**src/rtl/upd_page_reader_pkg.sv**
```systemverilog
// ============================================================================
// Module : upd_page_reader_pkg
// Brief  : Shared constants, FSM encoding and helpers for the page reader.
// Rev    : 1.0  initial release
// ============================================================================
`default_nettype none

package upd_page_reader_pkg;

  localparam int UPD_PAGE_WORDS = 64;
  localparam int UPD_ADDR_W     = 6;
  localparam int UPD_CNT_W      = 7;

  typedef enum logic [1:0] {
    ST_IDLE  = 2'd0,
    ST_FETCH = 2'd1,
    ST_SEND  = 2'd2,
    ST_DONE  = 2'd3
  } upd_state_e;

  // Zero (and anything past a full page) means a full page, so the address never wraps.
  function automatic logic [UPD_CNT_W-1:0] upd_norm_count(input logic [UPD_CNT_W-1:0] cnt);
    if ((cnt == '0) || (cnt > UPD_CNT_W'(UPD_PAGE_WORDS))) begin
      return UPD_CNT_W'(UPD_PAGE_WORDS);
    end
    return cnt;
  endfunction

endpackage

`default_nettype wire

```
**src/rtl/upd_page_reader_if.sv**
```systemverilog
// ============================================================================
// Module : upd_page_reader_if
// Brief  : Command, RAM read port and byte stream bundle of the page reader.
// Rev    : 1.0  initial release
// ============================================================================
`default_nettype none

interface upd_page_reader_if;
  import upd_page_reader_pkg::*;

  logic                  start;
  logic [UPD_CNT_W-1:0]  word_cnt;
  logic                  busy;
  logic                  done;
  logic [UPD_ADDR_W-1:0] rdaddress;
  logic [31:0]           q;
  logic [7:0]            byte_data;
  logic                  byte_valid;
  logic                  byte_ready;
  logic                  byte_last;
  logic [15:0]           csum;

  modport slave (
    input  start, word_cnt, q, byte_ready,
    output busy, done, rdaddress, byte_data, byte_valid, byte_last, csum
  );

  modport master (
    output start, word_cnt, q, byte_ready,
    input  busy, done, rdaddress, byte_data, byte_valid, byte_last, csum
  );

endinterface

`default_nettype wire

```
**src/rtl/upd_page_reader_serializer.sv**
```systemverilog
// ============================================================================
// Module : upd_word_serializer
// Brief  : Turns one 32-bit word into four handshaken bytes.
// Rev    : 1.0  initial release
// ============================================================================
`default_nettype none

module upd_word_serializer #(
  parameter bit BYTE_MSB_FIRST = 1'b1
) (
  input  wire logic        clk_i,
  input  wire logic        rst_ni,
  input  wire logic        load_i,
  input  wire logic [31:0] word_i,
  input  wire logic        ready_i,
  output logic [7:0]       data_o,
  output logic             valid_o,
  output logic             last_o,
  output logic             word_done_o
);

  logic [31:0] sh_q, sh_d;
  logic [1:0]  idx_q, idx_d;
  logic        valid_q, valid_d;
  logic [7:0]  w_cur_byte;
  logic [31:0] w_sh_next;

  generate
    if (BYTE_MSB_FIRST) begin : g_msb_first
      assign w_cur_byte = sh_q[31:24];
      assign w_sh_next  = {sh_q[23:0], 8'h00};
    end else begin : g_lsb_first
      assign w_cur_byte = sh_q[7:0];
      assign w_sh_next  = {8'h00, sh_q[31:8]};
    end
  endgenerate

  // The last byte is not shifted out so data stays put once valid drops.
  always_comb begin
    sh_d    = sh_q;
    idx_d   = idx_q;
    valid_d = valid_q;
    if (load_i) begin
      sh_d    = word_i;
      idx_d   = 2'd0;
      valid_d = 1'b1;
    end else if (valid_q && ready_i) begin
      if (idx_q == 2'd3) begin
        valid_d = 1'b0;
      end else begin
        idx_d = idx_q + 2'd1;
        sh_d  = w_sh_next;
      end
    end
  end

  always_ff @(posedge clk_i or negedge rst_ni) begin
    if (!rst_ni) begin
      sh_q    <= '0;
      idx_q   <= '0;
      valid_q <= 1'b0;
    end else begin
      sh_q    <= sh_d;
      idx_q   <= idx_d;
      valid_q <= valid_d;
    end
  end

  assign data_o      = w_cur_byte;
  assign valid_o     = valid_q;
  assign last_o      = valid_q && (idx_q == 2'd3);
  assign word_done_o = valid_q && ready_i && (idx_q == 2'd3);

endmodule

`default_nettype wire

```
**src/rtl/upd_page_reader.sv**
```systemverilog
// ============================================================================
// Module : upd_page_reader
// Brief  : Reads a firmware-update page from RAM and streams it as bytes.
// Rev    : 1.0  initial release
// ============================================================================
`default_nettype none

module upd_page_reader
  import upd_page_reader_pkg::*;
#(
  parameter int RD_LAT         = 2,
  parameter bit BYTE_MSB_FIRST = 1'b1
) (
  input  wire logic       sys_clk,
  input  wire logic       sys_rst_n,
  upd_page_reader_if.slave bus
);

  // FETCH spans RD_LAT+1 cycles: one to launch the address, RD_LAT for the RAM.
  localparam logic [3:0] WAIT_LAST = 4'(RD_LAT);

  upd_state_e            state_q, state_d;
  logic [3:0]            wait_q, wait_d;
  logic [UPD_ADDR_W-1:0] addr_q, addr_d;
  logic [UPD_CNT_W-1:0]  rem_q, rem_d;
  logic [15:0]           csum_q, csum_d;
  logic                  busy_q, busy_d;
  logic                  done_q, done_d;

  logic                  w_load;
  logic [7:0]            w_ser_data;
  logic                  w_ser_valid;
  logic                  w_ser_last;
  logic                  w_word_done;
  logic                  w_hs;

  upd_word_serializer #(
    .BYTE_MSB_FIRST (BYTE_MSB_FIRST)
  ) u_ser (
    .clk_i       (sys_clk),
    .rst_ni      (sys_rst_n),
    .load_i      (w_load),
    .word_i      (bus.q),
    .ready_i     (bus.byte_ready),
    .data_o      (w_ser_data),
    .valid_o     (w_ser_valid),
    .last_o      (w_ser_last),
    .word_done_o (w_word_done)
  );

  assign w_hs = w_ser_valid && bus.byte_ready;

  always_comb begin
    state_d = state_q;
    wait_d  = wait_q;
    addr_d  = addr_q;
    rem_d   = rem_q;
    csum_d  = csum_q;
    busy_d  = busy_q;
    done_d  = 1'b0;
    w_load  = 1'b0;
    case (state_q)
      ST_IDLE: begin
        if (bus.start) begin
          rem_d   = upd_norm_count(bus.word_cnt);
          addr_d  = '0;
          csum_d  = '0;
          wait_d  = '0;
          busy_d  = 1'b1;
          state_d = ST_FETCH;
        end
      end
      ST_FETCH: begin
        if (wait_q == WAIT_LAST) begin
          w_load  = 1'b1;
          wait_d  = '0;
          state_d = ST_SEND;
        end else begin
          wait_d = wait_q + 4'd1;
        end
      end
      ST_SEND: begin
        if (w_hs) begin
          csum_d = csum_q + {8'h00, w_ser_data};
        end
        if (w_word_done) begin
          if (rem_q > UPD_CNT_W'(1)) begin
            rem_d   = rem_q - UPD_CNT_W'(1);
            addr_d  = addr_q + UPD_ADDR_W'(1);
            state_d = ST_FETCH;
          end else begin
            busy_d  = 1'b0;
            done_d  = 1'b1;
            state_d = ST_DONE;
          end
        end
      end
      ST_DONE: begin
        state_d = ST_IDLE;
      end
      default: begin
        state_d = ST_IDLE;
      end
    endcase
  end

  always_ff @(posedge sys_clk or negedge sys_rst_n) begin
    if (!sys_rst_n) begin
      state_q <= ST_IDLE;
      wait_q  <= '0;
      addr_q  <= '0;
      rem_q   <= '0;
      csum_q  <= '0;
      busy_q  <= 1'b0;
      done_q  <= 1'b0;
    end else begin
      state_q <= state_d;
      wait_q  <= wait_d;
      addr_q  <= addr_d;
      rem_q   <= rem_d;
      csum_q  <= csum_d;
      busy_q  <= busy_d;
      done_q  <= done_d;
    end
  end

  assign bus.busy       = busy_q;
  assign bus.done       = done_q;
  assign bus.rdaddress  = addr_q;
  assign bus.byte_data  = w_ser_data;
  assign bus.byte_valid = w_ser_valid;
  assign bus.byte_last  = w_ser_last && (rem_q == UPD_CNT_W'(1));
  assign bus.csum       = csum_q;

endmodule

`default_nettype wire

```
**src/flat_wrapper.sv**
```systemverilog
// flat-port wrapper written by rule: the top's interface ports become plain ports
module upd_page_reader_flat import upd_page_reader_pkg::*;
#(
  parameter int RD_LAT         = 2,
  parameter bit BYTE_MSB_FIRST = 1'b1
)
  (sys_clk, sys_rst_n, bus_start, bus_word_cnt, bus_q, bus_byte_ready, bus_busy, bus_done, bus_rdaddress, bus_byte_data, bus_byte_valid, bus_byte_last, bus_csum);
  upd_page_reader_if bus_i ();
  input  wire logic sys_clk;
  input  wire logic sys_rst_n;
  input wire logic [$bits(bus_i.start)-1:0] bus_start;
  input wire logic [$bits(bus_i.word_cnt)-1:0] bus_word_cnt;
  input wire logic [$bits(bus_i.q)-1:0] bus_q;
  input wire logic [$bits(bus_i.byte_ready)-1:0] bus_byte_ready;
  output wire logic [$bits(bus_i.busy)-1:0] bus_busy;
  output wire logic [$bits(bus_i.done)-1:0] bus_done;
  output wire logic [$bits(bus_i.rdaddress)-1:0] bus_rdaddress;
  output wire logic [$bits(bus_i.byte_data)-1:0] bus_byte_data;
  output wire logic [$bits(bus_i.byte_valid)-1:0] bus_byte_valid;
  output wire logic [$bits(bus_i.byte_last)-1:0] bus_byte_last;
  output wire logic [$bits(bus_i.csum)-1:0] bus_csum;
  assign bus_i.start = bus_start;
  assign bus_i.word_cnt = bus_word_cnt;
  assign bus_i.q = bus_q;
  assign bus_i.byte_ready = bus_byte_ready;
  assign bus_busy = bus_i.busy;
  assign bus_done = bus_i.done;
  assign bus_rdaddress = bus_i.rdaddress;
  assign bus_byte_data = bus_i.byte_data;
  assign bus_byte_valid = bus_i.byte_valid;
  assign bus_byte_last = bus_i.byte_last;
  assign bus_csum = bus_i.csum;
  upd_page_reader #(.RD_LAT(RD_LAT), .BYTE_MSB_FIRST(BYTE_MSB_FIRST)) u_core (.sys_clk(sys_clk), .sys_rst_n(sys_rst_n), .bus(bus_i));
endmodule
```
**config.mk**
```make
export PLATFORM = sky130hd
export DESIGN_NAME = upd_page_reader_flat
export DESIGN_NICKNAME = d
export VERILOG_FILES = /design/src/rtl/upd_page_reader_pkg.sv /design/src/rtl/upd_page_reader_if.sv /design/src/rtl/upd_page_reader_serializer.sv /design/src/rtl/upd_page_reader.sv /design/src/flat_wrapper.sv
export SDC_FILE = /design/constraint.sdc
export NUM_CORES = 1
export LEC_CHECK = 0
export ABC_AREA = 1
export BUFFER_PORTS_ARGS = -buffer_cell sky130_fd_sc_hd__clkbuf_2
export CORE_ASPECT_RATIO = 1.2
export CORE_MARGIN = 8
export CORE_UTILIZATION = 40
export DETAILED_ROUTE_END_ITERATION = 16
export PLACE_DENSITY_LB_ADDON = 0.25
export SYNTH_ARGS = -nofsm -noshare
export SYNTH_HDL_FRONTEND = slang
export SYNTH_SLANG_ARGS = --single-unit
```
**constraint.sdc**
```tcl
create_clock -name sys_clk -period 1.8 [get_ports sys_clk]
set_clock_uncertainty 0.15 [all_clocks]
set_input_delay 0 -clock sys_clk [delete_from_list [all_inputs] [get_ports sys_clk]]
set_output_delay 0 -clock sys_clk [all_outputs]
set_load 0.005 [all_outputs]
```
==> impl_metrics.json <==
{
  "grt_max_degree": 73,
  "area_growth_syn_to_layout_pct": 44.3,
  "power_density_nw_per_um2": 1380,
  "period_minus_slack_ns": 1.81,
  "cpMaxStageDelayCell": "fa_2",
  "final_area_sq_um": 5880,
  "clockBufferDepth": 2,
  "final_cells": 818,
  "clock_sinks": 72,
  "worst_slack_ns": -0.0109,
  "syn_inst": 531,
  "htree_levels": 3,
  "pre_cts_slack_ns": -0.0535,
  "period_share": 1.01,
  "vias": 4129,
  "synth_edf_count": 0,
  "synth_seq_area_share": 0.442,
  "critPathMaxFanout": 3,
  "yosys.area.top_type": "dfrtp_1",
  "path_cells": "ha_2, inv_2, fa_2, inv_2, nand3_2, nand3_4, nand2_4, nand3_4, nand3_2, nand2_2, nor2_2",
  "yosysUniqueCellTypes": 35,
  "synthArstFlopShare": 1.00,
  "rsz0062_at_grt": "true",
  "synth-seq-cells": 72,
  "io_pins": 77,
  "nets": 745,
  "globalplace.congestion": 0.860,
  "clk_latency_ns": 0.34,
  "root_buffer": "clkbuf_16",
  "chipWidth_um": 108,
  "first_iter_violations": 160,
  "dp.cells": 746,
  "hpwl_um": 8190,
  "critPathCaptureType": "flop",
  "start_util": 0.409,
  "maxCapViolations": 0,
  "ys.flop_type": "dfrtp_1",
  "syn-cell-area_sq_um": 4080,
  "synth_top_area_share": 0.442,
  "synth_most_common_cell": "nand2_1",
  "synth.area.top_cells": "dfrtp_1, nand2_1, nand3_1, ha_1, inv_1",
  "ys_warn_count": 0,
  "antenna_found_initial": 0,
  "finalSetupViolCount": 2,
  "p_leak_nw": 2.97,
  "n_fill_cell": 900,
  "drc": 0,
  "required_ns": 1.88,
  "avgRoutedWirePerCell_um": 14.6,
  "grt_usage": 0.179,
  "die_height_um": 127,
  "min_path_type": "primary input to async pin",
  "cp_slowest_stage_delay_ns": 0.40,
  "fmax_mhz": 552,
  "cts_tree": "done",
  "cpLargestDelayFamily": "adder cells",
  "critPathKind": "flop to flop",
  "violations": "setup timing",
  "slew_violations": 0,
  "status": "finished, violations left",
  "port_buffers": 76,
  "slew_headroom": 0.727,
  "grt_pass1_vias": 4147,
  "die_area_sq_um": 13700,
  "avgSynthCellArea_sq_um": 7.68,
  "grt_pass1_wl_um": 19700,
  "overflow": 0,
  "critPathBufInv": 2,
  "finalHoldViolCount": 0,
  "drt-vias-per-instance": 5.05,
  "routed_wl_um": 12000,
  "ant_nets": 0,
  "peakVddDrop_mv": 0.600,
  "cts_made_buffers": 9,
  "drive_gt1_frac": 0.299,
  "crit_arrival_ns": 1.89,
  "synth_commonest_cells": "nand2_1, dfrtp_1, nand3_1",
  "clkSlewWorstSetupHoldPaths_ns": 0.06,
  "core_area_sq_um": 9960,
  "start_kind": "flop",
  "power_mw": 8.12,
  "place_area_sq_um": 4780,
  "syn_nets": 589,
  "first_pass_iters": 5,
  "num_rows": 40,
  "tightest_slew_ns": 0.410,
  "num_antenna_cells": 0
}
## kinds of logic after synthesis
logic type	Yosys count	synth area share
xor+xnor	13	0.0279
buf+inv	75	0.0835
flops	72	0.442
simple gates	281	0.293
fa+ha+maj	15	0.0479
compound gates	75	0.106
## power by group
group	leakage, nW	internal, mW	total [mW]	switching, mW
logic	1.89	1.76	3.83	2.07
clock network	0.130	0.967	1.64	0.678
registers	0.956	2.18	2.64	0.457
## placed cells by master (no fill, tap or decap), types with 2 or more instances in the layout
cell type	count
nand2_1	151
clkbuf_2	75
dfrtp_1	72
nand3_1	47
buf_4	46
dlygate4sd3_1	42
inv_1	41
nor2_1	35
a21oi_1	26
o21ai_0	21
nand3_2	11
clkbuf_16	10
xor2_1	9
nor2_2	8
inv_2	7
nand2_2	7
ha_1	6
ha_4	6
nand4_1	5
o21ai_1	5
o211ai_1	5
nand2_4	4
nor2_4	4
xnor2_1	4
o311ai_1	4
o311ai_2	4
or2_2	3
clkbuf_1	3
o21ai_2	2
nand3_4	2
a21oi_2	2
o31ai_1	2
nor3_1	2
a31oi_1	2
ha_2	2
clkinv_2	2
buf_6	2
buf_12	2
## sequential cells by signal, indices dropped and copies added (netlist names), 2 cells and up
| name | flops |
|---|---|
| u_core.u_ser.idx_q | 2 |
| u_core.bus.rdaddress | 6 |
| u_core.bus.csum | 16 |
| u_core.wait_q | 4 |
| u_core.rem_q | 7 |
| u_core.u_ser.sh_q | 32 |
| u_core.state_q | 2 |
## worst paths after layout
path	start	endpoint	depth (start not counted)	slack, ns
min	sys_rst_n	u_core.u_ser.sh_q[6]	3	0.05
max in group asynchronous	sys_rst_n	u_core.bus.csum[14]	3	1.10
min in group sys_clk	bus_q[9]	u_core.u_ser.sh_q[9]	4	0.26
max	u_core.bus.csum[0]	u_core.bus.csum[8]	11	-0.01
max reg2reg	u_core.bus.csum[0]	u_core.bus.csum[8]	11	-0.01
min reg2reg	u_core.bus.busy	u_core.bus.busy	2	0.33
## worst reg2reg max path, delay by kind of cell, from the launching register on
kind	cells	cell delay, ns
adders and majority gates	2	0.59
buffers and inverters	2	0.12
DFF	1	0.36
and+or+nand+nor	7	0.49
## layout make-up
type	instances	area (sq um)	share of cell area
clock buffer	13	250	0.0425
sequential	72	1800	0.306
tap	126	158	0.0268
timing repair buffer	170	1250	0.212
multi-input combinational	384	2210	0.376
inverter	50	195	0.0332
clock inverter	3	17.5	0.00298
## per-layer routing
layer  routed length, um  vias up  GRT usage
li1                    -     2040          -
met1                4960     1944      0.216
met2                5880      128      0.288
met3                 846       17     0.0623
met4                 274        0     0.0565
met5                   0        -          0
## metrics by stage
step / hold slack, ns / util / TNS, ns
global route: 0.108 / 0.591 / -0.651
CTS: 0.0930 / 0.553 / -0.00423
floorplan: -0.446 / - / 0
finish: 0.0544 / 0.591 / -0.0145
global placement: -0.0858 / 0.480 / 0
detailed placement: -0.0818 / 0.480 / -0.130
## repair_timing
item	in CTS	in global routing
hold buffers	43	0
setup endpoints to repair	5	44
pin swaps	0	8
buffers inserted	2	10
endpoints found under the hold margin	117	0
resized for setup	3	74
gates cloned	0	1
Note: power is estimated with default switching activity, not from simulation.
